### config.mk
export PLATFORM = sky130hd
export DESIGN_NAME = core_mem_responder
export DESIGN_NICKNAME = d
export VERILOG_FILES = /design/src/rtl/core_mem_responder.sv
export SDC_FILE = /design/constraint.sdc
export NUM_CORES = 1
export LEC_CHECK = 0
export BUFFER_PORTS_ARGS = -buffer_cell sky130_fd_sc_hd__buf_2
export CAP_MARGIN = 15
export CORE_ASPECT_RATIO = 1.75
export CORE_MARGIN = 2
export CORE_UTILIZATION = 33
export DETAILED_ROUTE_END_ITERATION = 6
export GPL_ROUTABILITY_DRIVEN = 0
export SKIP_CTS_REPAIR_TIMING = 1
export SYNTH_ARGS = -nofsm -noshare
export SYNTH_HDL_FRONTEND = slang
export SYNTH_SLANG_ARGS = --single-unit
### constraint.sdc
create_clock -name clk -period 3 [get_ports clk]
set_clock_uncertainty 0.1 [all_clocks]
set_input_delay 0.3 -clock clk [delete_from_list [all_inputs] [get_ports clk]]
set_output_delay 0.3 -clock clk [all_outputs]
set_load 0.02 [all_outputs]
### src/rtl/core_mem_responder.sv
// Single-port SRAM responder for core fetch/load/store request pulses.
// Optional per-channel error outputs are enabled with `define CORE_MEM_RESP_ERR_EN.

module core_mem_responder #(
  parameter int ADDR_W      = 14,
  parameter int MEM_LATENCY = 1
) (
  input  logic              clk,
  input  logic              rst,
  input  logic              inst_fetch,
  input  logic [31:0]       inst_addr,
  output logic              inst_valid,
  output logic [31:0]       inst_data,
  input  logic              load_data,
  input  logic              store_data,
  input  logic [31:0]       data_addr,
  input  logic [31:0]       data_wdata,
  input  logic [3:0]        data_wstrb,
  output logic              data_valid,
  output logic [31:0]       data_rdata,
  output logic              mem_en,
  output logic [3:0]        mem_we,
  output logic [ADDR_W-1:0] mem_addr,
  output logic [31:0]       mem_wdata,
  input  logic [31:0]       mem_rdata
`ifdef CORE_MEM_RESP_ERR_EN
  ,
  output logic              inst_err,
  output logic              data_err
`endif
);

  typedef enum logic [1:0] {S_IDLE, S_ISSUE, S_WAIT, S_RESP} state_e;

  localparam logic [2:0] CNT_LOAD = 3'(MEM_LATENCY - 1);

  state_e      state_q, state_d;
  logic        sel_data_q, sel_data_d;
  logic [2:0]  cnt_q, cnt_d;

  logic        inst_pend_q, inst_pend_d;
  logic        data_pend_q, data_pend_d;
  logic [29:0] inst_word_q;
  logic [29:0] data_word_q;
  logic        data_store_q;
  logic [31:0] data_wdata_q;
  logic [3:0]  data_wstrb_q;
  logic [31:0] inst_data_q;
  logic [31:0] data_rdata_q;

  logic        inst_take, data_take;
  logic        resp_inst, resp_data;
  logic [29:0] cur_word;
  logic        cur_oor, cur_store, rd_last;
  logic [31:0] rd_word;

  // Byte offsets never reach the SRAM; lanes are chosen by the core.
  logic unused_addr_lsbs;
  assign unused_addr_lsbs = ^{inst_addr[1:0], data_addr[1:0]};

  assign inst_take   = inst_fetch && !inst_pend_q;
  assign data_take   = (load_data || store_data) && !data_pend_q;
  assign resp_inst   = (state_q == S_RESP) && !sel_data_q;
  assign resp_data   = (state_q == S_RESP) && sel_data_q;
  assign inst_pend_d = (inst_pend_q && !resp_inst) || inst_take;
  assign data_pend_d = (data_pend_q && !resp_data) || data_take;

  assign cur_word  = sel_data_q ? data_word_q : inst_word_q;
  assign cur_oor   = |(cur_word >> ADDR_W);
  assign cur_store = sel_data_q && data_store_q;
  assign rd_last   = (state_q == S_WAIT) && (cnt_q == 3'd0);
  assign rd_word   = cur_oor ? 32'd0 : mem_rdata;

  // NOTE: sequential state uses non-blocking assignments so every register
  // samples pre-edge values regardless of process evaluation order.
  always_ff @(posedge clk) begin
    if (rst) begin
      state_q    <= S_IDLE;
      sel_data_q <= 1'b0;
      cnt_q      <= 3'd0;
    end else begin
      state_q    <= state_d;
      sel_data_q <= sel_data_d;
      cnt_q      <= cnt_d;
    end
  end

  // Stores and out-of-range accesses take one fixed settle cycle in WAIT so
  // they always complete three cycles after the request.
  always_comb begin
    // NOTE: defaults first keep every path assigned, so no latch is inferred.
    state_d    = state_q;
    sel_data_d = sel_data_q;
    cnt_d      = cnt_q;
    unique case (state_q)
      S_IDLE, S_RESP: begin
        if (inst_pend_d || data_pend_d) begin
          state_d    = S_ISSUE;
          sel_data_d = data_pend_d;
        end else begin
          state_d = S_IDLE;
        end
      end
      S_ISSUE: begin
        state_d = S_WAIT;
        cnt_d   = (cur_store || cur_oor) ? 3'd0 : CNT_LOAD;
      end
      S_WAIT: begin
        if (cnt_q == 3'd0) state_d = S_RESP;
        else               cnt_d   = cnt_q - 3'd1;
      end
      default: state_d = S_IDLE;
    endcase
  end

  always_comb begin
    mem_en    = 1'b0;
    mem_we    = 4'd0;
    mem_addr  = '0;
    mem_wdata = 32'd0;
    if (state_q == S_ISSUE && !cur_oor) begin
      mem_en   = 1'b1;
      mem_addr = cur_word[ADDR_W-1:0];
      if (cur_store) begin
        mem_we    = data_wstrb_q;
        mem_wdata = data_wdata_q;
      end
    end
  end

  always_ff @(posedge clk) begin
    if (rst) begin
      inst_pend_q  <= 1'b0;
      data_pend_q  <= 1'b0;
      inst_word_q  <= 30'd0;
      data_word_q  <= 30'd0;
      data_store_q <= 1'b0;
      data_wdata_q <= 32'd0;
      data_wstrb_q <= 4'd0;
      inst_data_q  <= 32'd0;
      data_rdata_q <= 32'd0;
    end else begin
      inst_pend_q <= inst_pend_d;
      data_pend_q <= data_pend_d;
      if (inst_take) inst_word_q <= inst_addr[31:2];
      if (data_take) begin
        data_word_q  <= data_addr[31:2];
        data_store_q <= store_data;
        data_wdata_q <= data_wdata;
        data_wstrb_q <= data_wstrb;
      end
      if (rd_last && !cur_store) begin
        if (sel_data_q) data_rdata_q <= rd_word;
        else            inst_data_q  <= rd_word;
      end
    end
  end

  assign inst_valid = resp_inst;
  assign data_valid = resp_data;
  assign inst_data  = inst_data_q;
  assign data_rdata = data_rdata_q;

`ifdef CORE_MEM_RESP_ERR_EN
  assign inst_err = resp_inst && cur_oor;
  assign data_err = resp_data && cur_oor;
`endif

endmodule

==> impl_metrics.tcl <==
set metrics [dict create \
    pwr_density_cell_nw_per_um2 628 \
    yosys.cell_types.count 33 \
    numCtsBuffers 17 \
    row_count 71 \
    finalPower_uw 6020 \
    ir_drop_mv 0.377 \
    drc 0 \
    n_fill_cell 2218 \
    diodes 0 \
    final_cells 1356 \
    antenna_found_initial 1 \
    ys_seq_elements 169 \
    r2r_setup_slack_ps 810 \
    clock_latency_ps 430 \
    fin_crit_sh_pct 93.4 \
    grt_first_pass_wirelength_mm 31.5 \
    hold_path_depth 3 \
    die_y_um 200 \
    critPathBufInv 3 \
    seq_area_frac_synth_pct 46.5 \
    area_growth_pct 31.9 \
    die_w_um 116 \
    hp-start "data_wdata[1]" \
    crit_arrival_ps 2400 \
    wirelength_mm 20.2 \
    crit_fanout 38 \
    slowest_delay_ps 550 \
    startpoint_type "flip-flop" \
    critPathKind "flip-flop to output port" \
    dieArea_um2 23300 \
    min_path_type "primary input to flip-flop" \
    io_buffers 249 \
    worstPathCellList "or4_1 > nor3_2 > a22oi_2 > buf_8 > buf_6 > nor3b_1 > buf_2" \
    finalHoldViolCount 0 \
    via_per_inst 4.80 \
    cts_tree "built" \
    rsz0062_at_grt "false" \
    dpl.cell_count 1301 \
    p_leak_uw 0.00402 \
    synth.avg_cell_area_um2 8.85 \
    grt_pass1_vias 6397 \
    status "finished, final reports clean" \
    setup_violations 0 \
    worst_ep_required_time_ps 2600 \
    syn-num-nets 964 \
    grt_max_degree 83 \
    drive_above_1_share_pct 32.3 \
    pin_count 254 \
    final.min_clock_period_ps 2800 \
    vias 6508 \
    fin_nets 1193 \
    r2r_end "data_rdata[4]" \
    endpoint_kind "output port" \
    path_clk_slew_ps 70 \
    dr.pass1.iters 5 \
    cts_max_path_buffers 2 \
    drt-initial-drc-count 350 \
    whs_ps 4.44 \
    slew_headroom_pct 46.2 \
    maxSlewViolCount 0 \
    dp_hpwl_mm 13.5 \
    fmax_ghz 0.357 \
    cp_slowest_cell "or4_1" \
    worstMarginPinSlew_ps 806 \
    wl_per_cell_um 14.9 \
    overflow 0 \
    cts.sinks 169 \
    crit_family "simple AND/OR/NAND/NOR gates" \
    cts_max_level 4 \
    postRouteAntennaNets 0 \
    synth_area_um2 7270 \
    max_cap_viol_count 0 \
    ff2ff_path_depth 6 \
    finalSetupTns_ps 0 \
    root_buffer "clkbuf_16" \
    min_to "data_wdata_q[1]" \
    core_um2 21600 \
    initial_utilization_pct 33.7 \
    synthCells 822 \
    ys_warn_count 0 \
    grt_usage_pct 17.1 \
    r2r_start "inst_word_q[14]" \
]
area by class of cell:
type	count	area [um2]	area share (%)
Multi-Input combinational cell	570	3550	37.0
Sequential cell	169	3380	35.3
Timing Repair Buffer	288	1660	17.3
Clock buffer	18	439	4.58
Tap cell	292	365	3.81
Clock inverter	14	170	1.77
Inverter	5	18.8	0.196
cell families after synthesis:
kind of cell	count (synthesis)	synth area share (%)
multiplexers	15	2.06
AO/OA/AOI/OAI	172	17.0
buffers and inverters	83	4.84
flip-flops	169	46.5
adder cells (fa/ha/maj)	5	0.860
AND/OR/NAND/NOR	378	28.7
per-layer routing:
metal	part of all wire [%]	track usage (%)	routed length [um]	vias up
li1	-	-	-	3309
met5	0.064	0	13	-
met2	52	30.1	10500	188
met3	5.4	4.96	1100	25
met4	2.5	7.57	508	2
met1	40	18.6	8150	2984
tightest hold or removal path, cell delays in order:
cell and delay, ps:
buf_2 90, nand2_1 40, a21oi_1 50
where the power goes:
part	switching [uW]	internal (uW)	total [uW]
registers	70.0	2370	2440
logic	825	480	1300
clock network	941	1340	2280
total	1840	4190	6020
how the worst max path moves through the flow:
stage,startpoint,endpoint,cells after the start
floorplan,inst_word_q[14],mem_wdata[10],5
global placement,inst_word_q[14],mem_addr[3],7
detailed placement,inst_word_q[14],mem_addr[6],7
CTS,inst_word_q[14],mem_addr[6],7
global route,inst_word_q[14],mem_addr[3],7
finish,inst_word_q[14],mem_addr[5],7
cell usage in the layout (no fill, tap or decap), types with 2 or more instances in the layout:
cell type      count
buf_2            248
nand2_1          194
dfxtp_1          169
a21oi_1          101
nand3b_1          64
o31ai_2           40
nor4bb_1          36
nand2b_1          35
o31ai_1           24
dlygate4sd3_1     23
clkbuf_16         17
mux2i_1           15
nor2_1            13
nor3b_1           13
buf_4             11
inv_1              5
ha_1               5
nor4_1             4
nor2b_1            4
clkinvlp_4         4
inv_6              4
buf_12             4
nor3_1             3
o21ai_0            3
bufinv_16          3
clkinv_2           3
or2_2              2
per-stage QoR:
step | setup slack (ps) | instance area, um2 | utilization (%)
floorplan | 576 | 7270 | -
global placement | 496 | 8730 | 40.5
detailed placement | 475 | 8730 | 40.5
CTS | -19.7 | 9340 | 43.3
global route | 11.7 | 9590 | 44.4
finish | 198 | 9590 | 44.4
state kept, by name, summed over array words and instances (netlist names), 2 cells and up:
name	flops
cnt_q	3
data_rdata	32
data_word_q	30
state_q	2
data_wstrb_q	4
data_wdata_q	32
inst_data	32
inst_word_q	30
cell usage after synthesis:
cell type | instances | share of area, %
nand2_1 | 194 | 10
dfxtp_1 | 169 | 47
a21oi_1 | 101 | 7.0
clkbuf_1 | 64 | 3.3
nand3b_1 | 64 | 6.6
o31ai_2 | 40 | 6.9
nor4bb_1 | 36 | 5.0
nand2b_1 | 35 | 3.0
o31ai_1 | 24 | 2.5
mux2i_1 | 15 | 2.1
nor2_1 | 14 | 0.72
nor3b_1 | 14 | 1.4
buf_1 | 7 | 0.36
buf_6 | 5 | 0.77
ha_1 | 5 | 0.86
inv_1 | 5 | 0.26
nor2b_1 | 5 | 0.43
nor4_1 | 4 | 0.34
nor3_1 | 3 | 0.21
o21ai_0 | 3 | 0.21
buf_2 | 2 | 0.14
or2_2 | 2 | 0.17
a211oi_1 | 1 | 0.10
a22oi_1 | 1 | 0.10
a22oi_2 | 1 | 0.17
a311oi_1 | 1 | 0.12
and2_1 | 1 | 0.086
and3_1 | 1 | 0.086
and4_1 | 1 | 0.12
nand4b_1 | 1 | 0.12
nor3_2 | 1 | 0.14
nor4b_1 | 1 | 0.12
or4_1 | 1 | 0.10
(Power assumes the default switching activity.)
